File: config.mk
export PLATFORM = sky130hd
export DESIGN_NAME = dmem_arbiter
export DESIGN_NICKNAME = d
export VERILOG_FILES = /design/src/rtl/dmem_arbiter.sv
export SDC_FILE = /design/constraint.sdc
export NUM_CORES = 1
export LEC_CHECK = 0
export CORE_ASPECT_RATIO = 1.5
export CORE_MARGIN = 2
export CORE_UTILIZATION = 43
export DETAILED_ROUTE_END_ITERATION = 6
export GPL_TIMING_DRIVEN = 0
export PLACE_DENSITY = 0.86
export SYNTH_ARGS = -nofsm -noshare
export SYNTH_HDL_FRONTEND = slang
export SYNTH_SLANG_ARGS = --single-unit
File: constraint.sdc
create_clock -name i_clk -period 3.99 [get_ports i_clk]
set_input_delay 0.5985 -clock i_clk [delete_from_list [all_inputs] [get_ports i_clk]]
set_output_delay 0.5985 -clock i_clk [all_outputs]
set_load 0.05 [all_outputs]
File: src/rtl/dmem_arbiter.sv
// Two-port round-robin arbiter in front of a single data memory.
// One access at a time; request fields are captured at arbitration and replayed to memory.
module dmem_arbiter #(
  parameter int unsigned AW     = 8,
  parameter int unsigned DW     = 16,
  parameter int unsigned RD_LAT = 1
) (
  input  logic          i_clk,
  input  logic          i_rst,
  input  logic          i_p0_req,
  input  logic          i_p0_we,
  input  logic [AW-1:0] i_p0_addr,
  input  logic [DW-1:0] i_p0_wdata,
  output logic          o_p0_gnt,
  output logic          o_p0_rvalid,
  output logic [DW-1:0] o_p0_rdata,
  input  logic          i_p1_req,
  input  logic          i_p1_we,
  input  logic [AW-1:0] i_p1_addr,
  input  logic [DW-1:0] i_p1_wdata,
  output logic          o_p1_gnt,
  output logic          o_p1_rvalid,
  output logic [DW-1:0] o_p1_rdata,
  output logic [AW-1:0] o_mem_addr,
  output logic          o_mem_rd,
  output logic          o_mem_wr,
  output logic [DW-1:0] o_mem_wdata,
  input  logic [DW-1:0] i_mem_rdata,
  output logic          o_busy
);

  localparam logic [1:0] S_IDLE   = 2'd0;
  localparam logic [1:0] S_ACCESS = 2'd1;
  localparam logic [1:0] S_WAIT   = 2'd2;
  localparam logic [1:0] S_RESP   = 2'd3;

  // WAIT lasts RD_LAT cycles, so the counter starts one below the latency.
  localparam logic [1:0] LAT_INIT = (RD_LAT == 0) ? 2'd0 : 2'(RD_LAT - 1);

  logic [1:0]    r_state;
  logic          r_ptr;
  logic          r_win;
  logic          r_we;
  logic [AW-1:0] r_addr;
  logic [DW-1:0] r_wdata;
  logic [1:0]    r_cnt;
  logic [DW-1:0] r_p0_rdata;
  logic [DW-1:0] r_p1_rdata;

  logic w_sample;
  logic w_any;
  logic w_win;
  logic w_cap;
  logic w_access;

  always_comb begin
    w_sample = (r_state == S_IDLE) || (r_state == S_RESP);
    w_any    = i_p0_req | i_p1_req;
    // Under contention the port that did not win last time goes first.
    w_win    = (i_p0_req && i_p1_req) ? ~r_ptr : i_p1_req;
    w_access = (r_state == S_ACCESS);
    w_cap    = (w_access && !r_we && (RD_LAT == 0)) ||
               ((r_state == S_WAIT) && (r_cnt == 2'd0));
  end

  always_ff @(posedge i_clk) begin
    if (i_rst) begin
      r_state    <= S_IDLE;
      r_ptr      <= 1'b1;
      r_win      <= 1'b0;
      r_we       <= 1'b0;
      r_addr     <= '0;
      r_wdata    <= '0;
      r_cnt      <= 2'd0;
      r_p0_rdata <= '0;
      r_p1_rdata <= '0;
    end else begin
      if (w_cap) begin
        if (r_win) begin
          r_p1_rdata <= i_mem_rdata;
        end else begin
          r_p0_rdata <= i_mem_rdata;
        end
      end

      case (r_state)
        S_IDLE, S_RESP: begin
          if (w_sample && w_any) begin
            r_win   <= w_win;
            r_ptr   <= w_win;
            r_we    <= w_win ? i_p1_we    : i_p0_we;
            r_addr  <= w_win ? i_p1_addr  : i_p0_addr;
            r_wdata <= w_win ? i_p1_wdata : i_p0_wdata;
            r_state <= S_ACCESS;
          end else begin
            r_state <= S_IDLE;
          end
        end
        S_ACCESS: begin
          if (r_we) begin
            r_state <= S_IDLE;
          end else if (RD_LAT == 0) begin
            r_state <= S_RESP;
          end else begin
            r_cnt   <= LAT_INIT;
            r_state <= S_WAIT;
          end
        end
        S_WAIT: begin
          if (r_cnt == 2'd0) begin
            r_state <= S_RESP;
          end else begin
            r_cnt <= r_cnt - 2'd1;
          end
        end
        default: r_state <= S_IDLE;
      endcase
    end
  end

  assign o_p0_gnt    = w_access && !r_win;
  assign o_p1_gnt    = w_access && r_win;
  assign o_p0_rvalid = (r_state == S_RESP) && !r_win;
  assign o_p1_rvalid = (r_state == S_RESP) && r_win;
  assign o_p0_rdata  = r_p0_rdata;
  assign o_p1_rdata  = r_p1_rdata;
  assign o_mem_addr  = r_addr;
  assign o_mem_wdata = r_wdata;
  assign o_mem_wr    = w_access && r_we;
  assign o_mem_rd    = w_access && !r_we;
  assign o_busy      = (r_state != S_IDLE);

endmodule

Word level (Yosys, flattened, before mapping). Cells that the tools add are included.

Equality and inequality tests: 6. Multiplexer cells: 11. Add/subtract/negate cells: 1. Bitwise operators: 3. Reduce and logical (&&, ||, !) cells: 21.

Operators by type and width (count): $mux 16 (1); $logic_and 1x1->1 (9); $mux 2 (4); $mux 8 (1); $pmux 2 s3 (1); $reduce_and 2->1 (3); $eq 2x2->1 const B (2); $logic_not 2->1 (2); $ne 2x2->1 const B (2); $pmux 2 s2 (1); $reduce_bool 2->1 (2); $mux 1 (3); $reduce_and 3->1 (1); $eq 2x1->1 const B (1); $logic_not 1->1 (2); $ne 2x1->1 const B (1); $not 1->1 (2); $reduce_or 2->1 (1); $sub 2x1->2 const B (1); $logic_or 1x1->1 (1); $or 1x1->1 (1).

Logic and storage cells: 51. Output and inout port bits: 63. Input port bits: 70. Bits in registers: 63.

Longest topological paths before layout.
Word-level depth: 5. Depth in mapped cells: 7. Gate-level depth less buffers: 5.

Least setup slack after synthesis. OpenSTA, ideal clock, no wires.

Path kind: register to output. Start point: register r_state[1]. End point: output o_mem_rd. Path slack: 2047 ps. Arrival time: 1345 ps. Data required time: 3391 ps. Stages on the path, launching flop included: 4. Buffers on the path: 0. Cells stage by stage: dfxtp_1 -> inv_1 -> ha_1 -> nor2b_1.

Word-level cells in the longest chain between the ends: 2.

Ends and longest elaborated chain: start, declared (RTL line 40) `logic [1:0] r_state;`; start signal, assigned (RTL line 68) `r_state <= S_IDLE;`; start signal, assigned (RTL line 94) `r_state <= S_ACCESS;`; start signal, assigned (RTL line 96) `r_state <= S_IDLE;`; $eq 2x1->1 (RTL line 61) `w_access = (r_state == S_ACCESS);`; $logic_and 1x1->1 (RTL line 130) `assign o_mem_rd = w_access && !r_we;`; end, declared (RTL line 25) `output logic o_mem_rd,`.

No other way between the ends.

Worst setup path after layout.
Start point: register r_state[1]. End point: output o_p0_gnt.

Word-level cells in the longest chain between the ends: 2.

Ends and longest elaborated chain: $eq 2x1->1 (RTL line 61); $logic_and 1x1->1 (RTL line 121) `assign o_p0_gnt = w_access && !r_win;`; end, declared (RTL line 14) `output logic o_p0_gnt,`.

No other way between the ends.

==> key figures <==
Run status
  • Status: finished clean

Finish
  • Area growth from synthesis to layout: 61.7%
  • Share of layout cells above drive strength 1: 6.69%
  • # diodes: 0
  • Most common cell after layout, fill and taps aside: clkdlybuf4s50_1
  • Post-Route Utilization: 72.4%
  • Most frequent cells in the layout: clkdlybuf4s50_1, nand2_1, dfxtp_1
  • Nets: 549

Power
  • Lkg Pwr: 1.59 nW
  • Maximum vdd drop: 349 uV
  • Net Sw Frac: 31.2%
  • Net switching power figure: 0.000546 W
  • Combinational fraction of design power: 25.7%
  • Flop pwr share: 39.6%
  • Int Power: 0.00121 W
  • Cell Pwr Density: 412 nW/um2
  • Clock share of power: 34.7%

Timing
  • Period utilization: 66.1%
  • Highest clock rate: 379 MHz
  • Setup TNS: 0 ns
  • Final Max Tran Viols: 0
  • Slew @ Worst Pin: 0.531 ns
  • Final worst path period need: 2.64 ns
  • RSZ-0062 raised after global routing: no
  • Clock skew: 0.00848 ns
  • Rel. slew slack: 64.5%
  • Final Setup Violations: 0
  • Final hold vios: 0

Worst setup path
  • Slowest cell on crit path: clkdlybuf4s50_1
  • Critical Path AT: 2.04 ns
  • Worst setup EP type: primary output
  • CP Launch Type: register
  • Crit-path max FO: 7
  • Cell family with most CP delay: buffers and inverters
  • Critical path class: reg2out
  • R2R Path Start: r_state[0]
  • Setup crit start: r_state[1]
  • CP max stage delay: 0.82 ns
  • CP required: 3.39 ns
  • Crit-path cells: inv_1 > ha_1 > nor2b_1 > clkdlybuf4s50_1
  • Buf/Inv on CP: 2

Synth
  • Synth cell types: 34
  • Syn Nets: 407
  • Mean Syn Cell Area: 7.94 um2
  • Syn Inst Count: 331
  • Seq/Total Area, Yosys: 48.0%
  • Seq cells post-synth: 63
  • YS warnings: 0
  • Post-Syn Area: 2630 um2

Detailed routing
  • Total Wirelength: 7330 um
  • Max layer used: met4
  • DRC: 0
  • Via count: 2,771
  • DRT met1 WL: 2700 um
  • Vias/cell: 5.04
  • Length of routed met3 wiring: 545 um
  • Pre-Repair DR Iteration Count: 4
  • Initial DRC Count: 92
  • Final ANT Viol Nets: 0
  • DR WL/cell: 13.3 um
  • Met2 WL: 3940 um

GRT
  • Tot GR Track Use: 22.8%
  • GRT overflow: 0
  • Pin count of the biggest net entering global routing: 13
  • Number of global-route vias before repair: 2,702
  • Initial antenna violation count: 0
  • First-pass GRT wire length: 11,900 um

Clock tree
  • Skew-Pair Late Insertion Delay: 0.34 ns
  • H-tree levels: 3
  • Clock tree buffer depth: 2
  • CTS sink cnt: 63
  • Post-CTS setup buffers: 0
  • CTS tree: yes
  • Clock slew at reported path FFs: 0.08 ns
  • Clk root buf: clkbuf_8
  • CTS buffer count: 9
  • CTS resizes: 0
  • Hold-fix buffers, CTS: 0

Hold path
  • Worst Min Path Start: o_p0_rdata[15]
  • Hold Crit Class: reg2reg

Placed design
  • Dpl hpwl: 5590 um
  • Port Buffers: 131
  • GP Congestion: 0.766

Floorplanning
  • Die X: 67.8 um
  • Top Ports: 133
  • Initial Utilization: 44.8%
  • Die extent in y: 99.8 um
  • Die ar.: 6770 um2
  • Core ar.: 5870 um2
  • Row count: 34

Run
  • Max Cap Viol: 0
-- per-layer routing --
layer	up-vias	track usage, %
met4	0	8.77
met3	13	7.13
met5	-	0
li1	1392	-
met1	1262	22.4
met2	104	42.6
-- power by group through the flow --
stage	logic [W]	clock network [W]	registers [W]
finish	0.000451	0.000607	0.000695
global route	0.000480	0.000643	0.000701
CTS	0.000453	0.000615	0.000695
detailed placement	0.000451	0	0.000709
global placement	0.000444	0	0.000707
floorplan	0.000141	0	0.000832
-- cell usage after synthesis --
master	n	share of area, %
a211oi_1	2	0.57
o21ba_1	1	0.38
ha_1	6	2.9
buf_1	2	0.29
buf_6	3	1.3
a21bo_1	1	0.38
nor3b_1	1	0.29
nand2_1	116	17
or4_1	1	0.29
and3b_1	1	0.33
a221o_1	1	0.38
or2b_1	1	0.29
buf_8	1	0.57
a22o_1	1	0.33
o31ai_1	1	0.29
o22a_1	1	0.33
a21boi_4	1	0.71
a31oi_1	18	4.3
buf_2	8	1.5
nand2b_1	1	0.24
nand3b_1	1	0.29
buf_4	3	0.86
a311oi_1	7	2.3
a21oi_1	33	6.3
mux2i_1	1	0.38
o21ai_0	19	3.6
and3_1	1	0.24
nand3_1	2	0.38
dfxtp_1	63	48
and2_1	4	0.95
nor2_1	11	1.6
nor2b_1	4	0.95
clkbuf_1	7	1.0
inv_1	7	1.0
-- cells by family (layout without fill, tap and decap cells) --
family | count (synthesis) | in the layout | synth area share [%]
DFF | 63 | 63 | 48.0
buffers and inverters | 31 | 178 | 6.52
muxes | 1 | 1 | 0.381
adders and majority gates | 6 | 6 | 2.86
and+or+nand+nor | 144 | 144 | 22.4
AOI/OAI and AO/OA | 86 | 86 | 19.9
-- registers in the layout, summed over array words and instances, names as in the netlist --
signal,cells
o_p1_rdata,16
o_p0_rdata,16
o_mem_addr,8
r_ptr,1
r_win,1
r_we,1
r_state,2
o_mem_wdata,16
r_cnt,2
-- metrics by stage --
stage	hold slack (ns)	worst slack, ns	total power, W	cells	instance area, um2
global placement	0.441	1.77	0.00115	534	4030
global route	0.473	1.25	0.00182	550	4250
floorplan	0.435	2.05	0.000973	331	2630
detailed placement	0.446	1.69	0.00116	534	4030
finish	0.453	1.35	0.00175	550	4250
CTS	0.456	1.32	0.00176	550	4250
-- path summary, 6_finish.rpt --
| kind | to | slack [ns] | depth (start not counted) |
|---|---|---|---|
| max | o_p0_gnt | 1.35 | 4 |
| min | o_p0_rdata[15] | 0.45 | 2 |
| min reg2reg | o_p0_rdata[15] | 0.45 | 2 |
| max reg2reg | o_mem_addr[1] | 2.11 | 6 |
-- tightest hold or removal path: stages, from the launching register on --
cell	delay (ns)
dfxtp_1	0.31
nand2_1	0.05
a21oi_1	0.05
-- layout make-up --
class	instances	area (um2)
fillers	489	1620
repair buffers	131	1310
flip-flops and latches	63	1260
multi-input cells	237	1200
plain buffers	24	145
clock buffers	9	124
clock inverters	7	97.6
well taps	72	90.1
inverters	7	26.3
(Power assumes the default switching activity.)
